**src/rtl/core_debug_master.sv**
```systemverilog
// ---------------------------------------------------------------------------
// core_debug_master
//
// Initiator side of the core debug command/response interface. A host (debug
// bridge or test controller) posts one request at a time. The block drives
// the command port of the core debug responder, waits for the response under
// a timeout, and returns one result per command to the host. Dump mode walks
// the register targets 0..P_DUMP_LAST with READ_REG commands and returns one
// result per target.
//
// Ports
//   iCLOCK, inRESET        rising-edge clock, asynchronous active-low reset
//   iHOST_REQ              request strobe; sampled only while idle
//   iHOST_DUMP             1 = register dump; command/target/data ignored
//   iHOST_COMMAND/TARGET/DATA   single-command fields
//   oHOST_BUSY             high while a command or dump is in progress
//   oHOST_VALID            one-cycle result strobe
//   oHOST_ERROR/TIMEOUT/LAST/TARGET/DATA   result fields, held until the
//                          next result
//   oCMD_REQ, iCMD_BUSY    command handshake to the responder
//   oCMD_COMMAND/TARGET/DATA    command fields, stable while oCMD_REQ is high
//   iRESP_VALID/ERROR/DATA response strobe and payload from the responder
//   oDEBUG_STATE           current FSM state (0 idle, 1 issue, 2 wait)
//
// Command handshake: oCMD_REQ acts as valid and !iCMD_BUSY as ready. A
// command is accepted in the cycle where oCMD_REQ=1 and iCMD_BUSY=0; the
// command fields do not change while oCMD_REQ is high and not yet accepted.
// The response side has no back-pressure: iRESP_VALID is a one-cycle strobe
// that is only honoured while waiting for a response.
// ---------------------------------------------------------------------------
module core_debug_master #(
    parameter int P_TIMEOUT   = 1024,
    parameter int P_TIMEOUT_W = 16,
    parameter int P_DUMP_LAST = 37
) (
    input  logic        iCLOCK,
    input  logic        inRESET,
    // host side
    input  logic        iHOST_REQ,
    output logic        oHOST_BUSY,
    input  logic        iHOST_DUMP,
    input  logic [3:0]  iHOST_COMMAND,
    input  logic [11:0] iHOST_TARGET,
    input  logic [31:0] iHOST_DATA,
    output logic        oHOST_VALID,
    output logic        oHOST_ERROR,
    output logic        oHOST_TIMEOUT,
    output logic        oHOST_LAST,
    output logic [11:0] oHOST_TARGET,
    output logic [31:0] oHOST_DATA,
    // responder command port
    output logic        oCMD_REQ,
    input  logic        iCMD_BUSY,
    output logic [3:0]  oCMD_COMMAND,
    output logic [11:0] oCMD_TARGET,
    output logic [31:0] oCMD_DATA,
    // responder response port
    input  logic        iRESP_VALID,
    input  logic        iRESP_ERROR,
    input  logic [31:0] iRESP_DATA,
    // observability
    output logic [1:0]  oDEBUG_STATE
);

    typedef enum logic [1:0] {
        L_IDLE  = 2'd0,
        L_ISSUE = 2'd1,
        L_WAIT  = 2'd2
    } state_t;

    localparam logic [P_TIMEOUT_W-1:0] LP_TIMER_END = P_TIMEOUT_W'(P_TIMEOUT - 1);
    localparam logic [P_TIMEOUT_W-1:0] LP_TIMER_MAX = '1;
    localparam logic [11:0]            LP_DUMP_LAST = 12'(P_DUMP_LAST);
    localparam logic [3:0]             LP_READ_REG  = 4'h0;

    state_t                 r_state;
    logic                   r_dump;
    logic [3:0]             r_command;
    logic [11:0]            r_target;
    logic [31:0]            r_data;
    logic [P_TIMEOUT_W-1:0] r_timer;

    logic                   r_host_valid;
    logic                   r_host_error;
    logic                   r_host_timeout;
    logic                   r_host_last;
    logic [11:0]            r_host_target;
    logic [31:0]            r_host_data;

    logic                   w_accept;
    logic                   w_timer_end;
    logic                   w_dump_more;
    logic [P_TIMEOUT_W-1:0] w_timer_next;

    // Acceptance can only happen while the request is being presented.
    assign w_accept    = (r_state == L_ISSUE) && !iCMD_BUSY;
    assign w_timer_end = (r_timer == LP_TIMER_END);
    // A dump continues only on an error-free response below the last target;
    // the bound check also keeps the target from ever passing P_DUMP_LAST.
    assign w_dump_more = r_dump && !iRESP_ERROR && (r_target < LP_DUMP_LAST);
    // Saturating increment: the timer never wraps back into a "fresh" value.
    assign w_timer_next = (r_timer == LP_TIMER_MAX) ? r_timer : r_timer + 1'b1;

    always_ff @(posedge iCLOCK or negedge inRESET) begin
        if (!inRESET) begin
            r_state        <= L_IDLE;
            r_dump         <= 1'b0;
            r_command      <= 4'h0;
            r_target       <= 12'h000;
            r_data         <= 32'h0000_0000;
            r_timer        <= '0;
            r_host_valid   <= 1'b0;
            r_host_error   <= 1'b0;
            r_host_timeout <= 1'b0;
            r_host_last    <= 1'b0;
            r_host_target  <= 12'h000;
            r_host_data    <= 32'h0000_0000;
        end else begin
            // Result strobe is a single-cycle pulse; the fields hold.
            r_host_valid <= 1'b0;

            case (r_state)
                L_IDLE: begin
                    if (iHOST_REQ) begin
                        r_state <= L_ISSUE;
                        r_timer <= '0;
                        r_dump  <= iHOST_DUMP;
                        if (iHOST_DUMP) begin
                            r_command <= LP_READ_REG;
                            r_target  <= 12'h000;
                            r_data    <= 32'h0000_0000;
                        end else begin
                            r_command <= iHOST_COMMAND;
                            r_target  <= iHOST_TARGET;
                            r_data    <= iHOST_DATA;
                        end
                    end
                end

                L_ISSUE: begin
                    // Acceptance takes priority over a timeout in the same
                    // cycle: the command is in flight and gets a full window.
                    if (w_accept) begin
                        r_state <= L_WAIT;
                        r_timer <= '0;
                    end else if (w_timer_end) begin
                        r_state        <= L_IDLE;
                        r_host_valid   <= 1'b1;
                        r_host_error   <= 1'b1;
                        r_host_timeout <= 1'b1;
                        r_host_last    <= 1'b1;
                        r_host_target  <= r_target;
                        r_host_data    <= 32'h0000_0000;
                    end else begin
                        r_timer <= w_timer_next;
                    end
                end

                L_WAIT: begin
                    // A response arriving on the timeout cycle still counts.
                    if (iRESP_VALID) begin
                        r_host_valid   <= 1'b1;
                        r_host_error   <= iRESP_ERROR;
                        r_host_timeout <= 1'b0;
                        r_host_target  <= r_target;
                        r_host_data    <= iRESP_DATA;
                        if (w_dump_more) begin
                            r_state     <= L_ISSUE;
                            r_target    <= r_target + 12'd1;
                            r_timer     <= '0;
                            r_host_last <= 1'b0;
                        end else begin
                            r_state     <= L_IDLE;
                            r_host_last <= 1'b1;
                        end
                    end else if (w_timer_end) begin
                        r_state        <= L_IDLE;
                        r_host_valid   <= 1'b1;
                        r_host_error   <= 1'b1;
                        r_host_timeout <= 1'b1;
                        r_host_last    <= 1'b1;
                        r_host_target  <= r_target;
                        r_host_data    <= 32'h0000_0000;
                    end else begin
                        r_timer <= w_timer_next;
                    end
                end

                default: begin
                    r_state <= L_IDLE;
                end
            endcase
        end
    end

    assign oHOST_BUSY    = (r_state != L_IDLE);
    assign oHOST_VALID   = r_host_valid;
    assign oHOST_ERROR   = r_host_error;
    assign oHOST_TIMEOUT = r_host_timeout;
    assign oHOST_LAST    = r_host_last;
    assign oHOST_TARGET  = r_host_target;
    assign oHOST_DATA    = r_host_data;

    assign oCMD_REQ      = (r_state == L_ISSUE);
    assign oCMD_COMMAND  = r_command;
    assign oCMD_TARGET   = r_target;
    assign oCMD_DATA     = r_data;

    assign oDEBUG_STATE  = r_state;

endmodule

```
**config.mk**
```make
export PLATFORM = sky130hd
export DESIGN_NAME = core_debug_master
export DESIGN_NICKNAME = d
export VERILOG_FILES = /design/src/rtl/core_debug_master.sv
export SDC_FILE = /design/constraint.sdc
export NUM_CORES = 1
export LEC_CHECK = 0
export CAP_MARGIN = 20
export CORE_ASPECT_RATIO = 1.1
export CORE_UTILIZATION = 47
export CTS_BUF_LIST = sky130_fd_sc_hd__clkbuf_4 sky130_fd_sc_hd__clkbuf_8
export DETAILED_ROUTE_END_ITERATION = 10
export HOLD_SLACK_MARGIN = 0.03
export PLACE_DENSITY = 0.89
export SLEW_MARGIN = 20
export SYNTH_ARGS = -nofsm -noshare
export SYNTH_HDL_FRONTEND = slang
export SYNTH_SLANG_ARGS = --single-unit
```
**constraint.sdc**
```tcl
create_clock -name iCLOCK -period 2.55 [get_ports iCLOCK]
set_input_delay 0.51 -clock iCLOCK [delete_from_list [all_inputs] [get_ports iCLOCK]]
set_output_delay 0.51 -clock iCLOCK [all_outputs]
set_load 0.01 [all_outputs]
```
; ---- Word-level counts from Yosys, hierarchy flattened
; Index checks and enable logic that the tools add are counted.
[word_totals]
regBits = 115
in_bits = 87
output_inout_bits = 100
wordCells = 83
[op_classes]
n_addsub = 2
magnitude_cmp = 1
eq_ne = 9
n_mux = 45
n_reduce_logical = 14
[op_table]
columns = operator, n
row1 = 32-bit two-way mux, 4
row2 = 16-bit two-way mux, 6
row3 = 12-bit two-way mux, 7
row4 = 32-bit one-hot mux with 2 select lines, 1
row5 = 12-bit one-hot mux with 2 select lines, 2
row6 = 16-bit one-hot mux with 3 select lines, 1
row7 = "16-bit by 1-bit adder with 16-bit output, second input constant", 1
row8 = "16-bit by 10-bit equality test with 1-bit output, second input constant", 1
row9 = "16-bit equality test, second input constant", 1
row10 = 1-bit two-way mux, 14
row11 = "12-bit by 1-bit adder with 12-bit output, second input constant", 1
row12 = "12-bit by 6-bit < comparator with 1-bit output, second input constant", 1
row13 = 2-bit two-way mux, 4
row14 = "2-bit inequality test, second input constant", 4
row15 = 1-bit one-hot mux with 2 select lines, 4
row16 = 2-bit one-hot mux with 3 select lines, 1
row17 = 2-bit nonzero test, 3
row18 = 4-bit two-way mux, 1
row19 = 2-bit AND reduction, 2
row20 = 4-bit AND reduction, 1
row21 = 1-bit logical AND, 3
row22 = "3-bit inequality test, second input constant", 1
row23 = 3-bit AND reduction, 1
row24 = 3-bit nonzero test, 1
row25 = other kinds (4), 5

; ---- Longest topological paths before layout
; Gate-level depths: netlist of run 1.
[logic_depth]
depth_word = 6
depth_mapped = 11
depth_no_buf = 7

; ---- Worst setup path after synthesis of run 1
; Ideal clock, no wire load.
[synth_timing]
path_kind = reg-to-reg
start = reg r_state[0], in the netlist oDEBUG_STATE[0]
end = reg r_timer[2]
setup_time_ns = 0.078
arrival_ns = 2.098
t_required_ns = 2.472
slack_ns = 0.374
path_stages_with_launch = 11
path_buffers = 3
synth_period_minus_slack_ns = 2.176
path_cell_list = dfrtp_1 inv_1 ha_1 buf_2 and2_1 buf_2 o311ai_4 nand3_4 buf_6 or4_1 a21oi_1
[synth_via]
elab_chain_cells = 4
elab_cells_between_ends = 10
cone_classes = eq/ne (4) / mux (2) / reduce/logical (4)
[synth_rtl]
columns = item, line
row1 = "start, declared", 76  ; state_t r_state;
row2 = "start signal, assigned", 106  ; r_state <= L_IDLE;
row3 = "start signal, assigned", 125  ; r_state <= L_ISSUE;
row4 = "start signal, assigned", 144  ; r_state <= L_WAIT;
row5 = 2-bit by 1-bit equality test with 1-bit output, "96, 122"
row6 = 1-bit logical AND, 96  ; assign w_accept = (r_state == L_ISSUE) && !iCMD_BUSY;
row7 = 16-bit two-way mux, 143  ; if (w_accept) begin
row8 = 16-bit one-hot mux with 3 select lines, 122  ; case (r_state)
row9 = "end signal, assigned", 155  ; r_timer <= w_timer_next;
row10 = "end signal, assigned", 185  ; r_timer <= w_timer_next;
row11 = "end, declared", 81  ; logic [P_TIMEOUT_W-1:0] r_timer;
; Parallel ways exist; a longest one is shown, timed or not.
; A chain may end at the register's enable or synchronous reset.

; ---- Final worst setup path of run 1
[layout_timing]
start = reg r_state[0], in the netlist oDEBUG_STATE[0]
end = out oHOST_BUSY
[layout_via]
elab_chain_cells = 1
[layout_rtl]
columns = item, line
row1 = 2-bit nonzero test, 196  ; assign oHOST_BUSY = (r_state != L_IDLE);
row2 = "end, declared", 40  ; output logic oHOST_BUSY,
; Every way passes these cells.

==> key figures, run 1 <==
Status
  • Status: complete, no violations

Yosys
  • Synth area leader: dfrtp_1
  • Post-synth EDFFs: 0
  • Avg Cell Area, Syn: 9.66 um2
  • Ys async rst share: 100%
  • Seq cells post-synth: 115
  • Syn Nets: 643
  • Synthesized area: 5310 um2
  • Mapped Cells: 549
  • Post-synthesis sequential area ratio: 54.2%
  • Yosys top cell area share: 54.2%
  • Main flop type after synthesis: dfrtp_1
  • Unique masters post-synth: 59
  • Synth Warn #: 0
  • Synth top area cells: dfrtp_1, nand2_1, a21oi_1

Global route
  • GR Util met3: 9.31%
  • Global-route wire length before repair: 23.6 mm
  • Vias in the first global route: 4988
  • Met2 global-route usage: 44.3%
  • GR Util met1: 30.4%
  • Grt ovf: 0
  • Antenna violations before repair: 1
  • Busiest grt layer: met2
  • GRT Total Usage: 26.4%
  • Largest net degree at the start of global routing: 49

Timing
  • Final Hold Vio Count: 0
  • Worst Max-Slew Pin Slew: 544 ps
  • Final Critical Period: 2380 ps
  • Period utilisation layout: 93.1%
  • Layout Skew: 10.6 ps
  • Max-slew headroom: 63.8%
  • Fmax: 421 MHz
  • WHS: 56.5 ps
  • RSZ-0062 raised after global routing: no
  • Setup Total Neg Slack: 0 ps
  • Max Transition Viols Final: 0
  • Final setup viols: 0

Worst setup path
  • Worst EP arrival: 1870 ps
  • Crit. End Element: primary output
  • Crit-path max FO: 6
  • R2R cell count: 7
  • Startpoint types: flop
  • RR Startpoint: oDEBUG_STATE[0]
  • CP required: 2040 ps
  • R2R Setup Slk: 390 ps
  • FF-to-FF End: r_timer[5]
  • Crit Path Category: flop to primary output

Power and ir drop
  • Share of power burned in registers: 35.2%
  • Static Leak: 3.34 nW
  • Total power: 8.86 mW
  • Pint: 5.83 mW
  • PD cells: 1120 nW/um2
  • Logic gate share of total power: 42.3%
  • Sw Ratio: 34.2%
  • Clock group share of total power: 22.5%
  • VDD IR max: 0.658 mV
  • P_sw: 3.03 mW

Clock tree
  • Worst-skew pair later-pin latency: 440 ps
  • Clk sinks: 115
  • CTS clk-pin slew, worst paths: 70 ps
  • Clock buffer depth: 2
  • Hold Buf Count CTS: 0
  • Htree depth: 4
  • Root cell of the clock tree: clkbuf_8
  • Inserted Clock Buffers: 17
  • CTS tree: yes

Layout
  • Synthesis-to-finish area growth: 48.6%
  • Commonest non-fill, non-tap cell in the layout: clkdlybuf4s50_1
  • Most frequent cells in the layout: clkdlybuf4s50_1, dfrtp_1, nand2_1, a21oi_1, o21ai_0
  • Antenna cells: 0
  • Fill cells: 748
  • Layout cells sized above 1: 11.2%
  • Layout Nets: 837

Flow run
  • Max-cap violations: 0

Die
  • Core area: 11000 um2
  • Die W: 103 um
  • Row count: 40
  • I/O pins: 187
  • Die Y: 113 um
  • Die area: 11700 um2
  • Starting Density: 48.4%

Place
  • Count of input and output buffers: 186
  • RePlAce Congestion: 0.861
  • DP HPWL: 10.8 mm

Detailed routing
  • DRC violations left: 0
  • DR iter-0 viols: 231
  • DRT antenna net count: 0
  • Wire length per cell: 16.4 um
  • Drt pass-1 iters: 5
  • Vias: 5009
  • Vias per Instance: 5.55
  • Routed WL: 14.8 mm

Min path
  • Worst hold path type: input port to asynchronous set/reset pin
-- power by group through the flow --
stage | Combinational, mW | Sequential (mW) | Clock [mW]
floorplan | 1.39 | 3.36 | 0
global placement | 3.63 | 3.08 | 0
detailed placement | 3.74 | 3.14 | 0
CTS | 3.77 | 3.11 | 2.03
global route | 4.07 | 3.19 | 2.12
finish | 3.75 | 3.12 | 2.00
-- sequential cells by signal (all words and copies together), names as in the netlist, 2 cells and up --
| name | count |
|---|---|
| oCMD_COMMAND | 4 |
| oCMD_DATA | 32 |
| oCMD_TARGET | 12 |
| oDEBUG_STATE | 2 |
| oHOST_DATA | 32 |
| oHOST_TARGET | 12 |
| r_timer | 16 |
-- cell families after synthesis --
| logic type | Yosys count | synth area share (%) |
|---|---|---|
| simple gates | 220 | 19.8 |
| compound gates | 147 | 17.4 |
| flops | 115 | 54.2 |
| buf+inv | 44 | 3.54 |
| mux | 16 | 3.33 |
| fa+ha+maj | 7 | 1.65 |
-- cell type report --
type	instances	area, um2	area share [%]
Multi-Input combinational cell	390	2260	28.7
Sequential cell	115	2880	36.5
Tap cell	147	184	2.33
Clock buffer	23	298	3.78
Inverter	12	45.0	0.571
Clock inverter	9	175	2.22
Timing Repair Buffer	207	2040	25.9
-- Yosys cell counts, drive strengths merged (3+ instances only) --
cell	count
a21oi	54
a22o	7
and3	7
and4	7
buf	12
clkbuf	20
dfrtp	115
ha	7
inv	12
mux2	13
mux2i	3
nand2	111
nand3	10
nand4	10
nor2	43
nor2b	6
nor3	5
nor4	4
o21ai	48
o31ai	9
or3	3
or4	7
-- routing by layer --
layer	wire length, um	vias to the layer above
met5	13	-
li1	-	2325
met1	5760	2405
met3	1160	32
met4	277	2
met2	7600	245
-- what timing repair did --
action,4_1_cts,5_1_grt
endpoints found under the setup margin,0,1
buffers inserted,0,0
resized for setup,0,2
-- through the flow --
step / utilization [%] / std cells / setup slack (ps) / cell area, um2
after floorplan: - / 549 / 374 / 5310
after global placement: 67.6 / 871 / 186 / 7410
after detailed placement: 67.6 / 871 / 104 / 7410
after CTS: 71.9 / 903 / 47.4 / 7880
after global routing: 71.9 / 903 / 64.1 / 7880
final: 71.9 / 903 / 175 / 7880
-- worst max-delay path, stage by stage, from the launching register on --
cell and delay [ps]:
dfrtp_1 400, inv_1 90, ha_2 230, inv_1 130, clkdlybuf4s50_1 580
-- worst max path at each step --
| stage | start | to | cells after the start |
|---|---|---|---|
| final | oDEBUG_STATE[0] | oHOST_BUSY | 4 |
| after global routing | oDEBUG_STATE[0] | oHOST_BUSY | 4 |
| after CTS | oDEBUG_STATE[1] | oHOST_BUSY | 4 |
| after detailed placement | iRESP_ERROR | r_timer[3] | 6 |
| after global placement | iRESP_ERROR | r_timer[11] | 6 |
| after floorplan | oDEBUG_STATE[0] | r_timer[2] | 10 |
Note: power is estimated with default switching activity, not from simulation.
==> inputs of run 2 (changes only) <==
- clock period: 2.55 -> 2.6 ns (I/O delays scaled with it)
==> run 2 against run 1 <==
Net effect: die area stayed put; combinational power shrank 2%; sequential power shrank 2%; first-iteration DRC count up 37%; routed wire length is 0.29% lower; critical path type unchanged; register-to-register slack worse by 160 ps; critical endpoint unchanged; cell count down 0.66%.
==> key figures, run 2 (synthesized netlist as in run 1, its figures left out) <==
Status
  • Status: complete, no violations

Timing
  • Max Transition Viols Final: 0 (unchanged)
  • Final setup viols: 0 (unchanged)
  • Final Critical Period: 2460 ps
  • Final Hold Vio Count: 0 (unchanged)
  • Max-slew headroom: 55.1% (-8.7 points)
  • RSZ-0062 raised after global routing: no
  • Setup Total Neg Slack: 0 ps (unchanged)
  • Worst Max-Slew Pin Slew: 674 ps (+130 ps)
  • Fmax: 406 MHz
  • Period utilisation layout: 94.6%
  • Layout Skew: 13.6 ps (+3.09 ps)

Die
  • I/O pins: 187 (unchanged)
  • Row count: 40 (unchanged)
  • Die Y: 113 um (unchanged)
  • Die W: 103 um (unchanged)
  • Core area: 11000 um2 (unchanged)
  • Die area: 11700 um2 (unchanged)
  • Starting Density: 48.4% (unchanged)

Worst setup path
  • Most used cell, CP: inv_1
  • Startpoint types: flop
  • Worst EP arrival: 1940 ps (+70 ps)
  • Critical Path, Cell by Cell: inv_1, ha_1, inv_1, clkdlybuf4s50_1
  • CP required: 2080 ps (+40 ps)
  • Critical Path Slowest Stage Cell: clkdlybuf4s50_1
  • Crit. End Element: primary output
  • Crit-path max FO: 6 (unchanged)
  • Crit Path Category: flop to primary output
  • Max stage delay on crit path: 580 ps (about the same)

Power and ir drop
  • Static Leak: 3.27 nW (-1.9%)
  • VDD IR max: 0.749 mV (+14%)
  • PD cells: 1090 nW/um2 (-3.1%)

Place
  • RePlAce Congestion: 0.880 (+2.2%)
  • Count of input and output buffers: 186 (unchanged)
  • DP HPWL: 10.6 mm (-1.8%)

Layout
  • Commonest non-fill, non-tap cell in the layout: clkdlybuf4s50_1
  • Layout Nets: 831 (-0.72%)
  • Antenna cells: 0 (unchanged)
  • Layout cells sized above 1: 10.3% (-0.98 points)
  • Util after Layout: 70.8% (-1.1 points)
  • Most frequent cells in the layout: clkdlybuf4s50_1, dfrtp_1, nand2_1, a21oi_1, o21ai_0
  • Synthesis-to-finish area growth: 46.3%
  • Fill cells: 775 (+3.6%)

Clock tree
  • Worst-skew pair later-pin latency: 430 ps (about the same)
  • CTS tree: yes
  • Post-CTS setup buffers: 0 (unchanged)
  • Clock buffer depth: 2 (unchanged)
  • Root cell of the clock tree: clkbuf_8
  • Clk sinks: 115 (unchanged)
  • CTS resizes: 0 (unchanged)
  • CTS clk-pin slew, worst paths: 70 ps (about the same)
  • Htree depth: 4 (unchanged)
  • Hold Buf Count CTS: 0 (unchanged)
  • Inserted Clock Buffers: 17 (unchanged)

Detailed routing
  • Vias: 4952 (-1.1%)
  • Wire length per cell: 16.5 um (+0.38%)
  • DR iter-0 viols: 316 (+37%)
  • Routed WL: 14.8 mm (-0.29%)
  • Vias per Instance: 5.52 (-0.48%)
  • Drt pass-1 iters: 4 (-1)
  • DRC violations left: 0 (unchanged)
  • DRT antenna net count: 0 (unchanged)

Min path
  • Worst hold path type: input port to asynchronous set/reset pin

Global route
  • Global-route wire length before repair: 23.5 mm (-0.53%)
  • GRT Total Usage: 26.2% (-0.19 points)
  • Grt ovf: 0 (unchanged)
  • Antenna violations before repair: 0 (-1)
  • Largest net degree at the start of global routing: 53 (+8.2%)
  • Vias in the first global route: 4972 (-0.32%)

Flow run
  • Max-cap violations: 0 (unchanged)
==> run 2: worst max-delay path: cells and delay by family (launching register included) <==
| kind | cells | cell delay [ps] |
|---|---|---|
| flip-flops | 1 | 420 |
| adder cells (fa/ha/maj) | 1 | 260 |
| buffers and inverters | 3 | 840 |
==> run 2: layout make-up <==
| class | count | area, um2 | area share (%) |
|---|---|---|---|
| Tap cell | 147 | 184 | 2.37 |
| Clock buffer | 22 | 278 | 3.58 |
| Inverter | 12 | 45.0 | 0.580 |
| Sequential cell | 115 | 2880 | 37.1 |
| Multi-Input combinational cell | 390 | 2260 | 29.1 |
| Timing Repair Buffer | 201 | 1980 | 25.6 |
| Clock inverter | 10 | 133 | 1.71 |
==> run 2: stage by stage <==
step | hold slack [ps] | setup slack (ps) | total power [mW] | instances | area (um2)
detailed placement | 469 | 82.9 | 6.72 | 865 | 7350
finish | 115 | 139 | 8.45 | 897 | 7760
CTS | 118 | 103 | 8.48 | 897 | 7760
global placement | 461 | 190 | 6.55 | 865 | 7350
floorplan | 224 | 424 | 4.66 | 549 | 5310
global route | 147 | 33.1 | 8.95 | 897 | 7760
==> run 2: path summary, 6_finish.rpt <==
kind	cells past startpoint	endpoint	slack, ps	from
hold / removal	1	oCMD_DATA[12]	120	inRESET
setup reg to reg	6	r_timer[10]	230	r_timer[0]
max in group asynchronous	2	r_timer[6]	1790	inRESET
setup / recovery	4	oHOST_BUSY	140	oDEBUG_STATE[1]
hold reg to reg	2	oCMD_DATA[24]	480	oCMD_DATA[24]
min in group iCLOCK	2	oCMD_DATA[24]	480	oCMD_DATA[24]
==> run 2: power breakdown <==
part | leakage (nW) | switching, mW | total [mW] | internal, mW
sequential | 1.48 | 0.556 | 3.05 | 2.50
combinational | 1.59 | 1.73 | 3.67 | 1.94
clock | 0.206 | 0.719 | 1.73 | 1.01
total | 3.27 | 3.00 | 8.45 | 5.45
==> run 2: metal layers <==
layer | share of wire (%) | up-vias | global-route usage, %
met3 | 7.7 | 25 | 8.70
met4 | 1.8 | 0 | 9.77
met5 | 0 | - | 0
met1 | 39 | 2389 | 29.5
met2 | 52 | 228 | 45.8
li1 | - | 2310 | -
==> inputs of run 3 (changes only) <==
- GPL_ROUTABILITY_DRIVEN: default -> 0
==> results of run 3 <==
Final layout, timing and power as in run 2 (identical DEF).
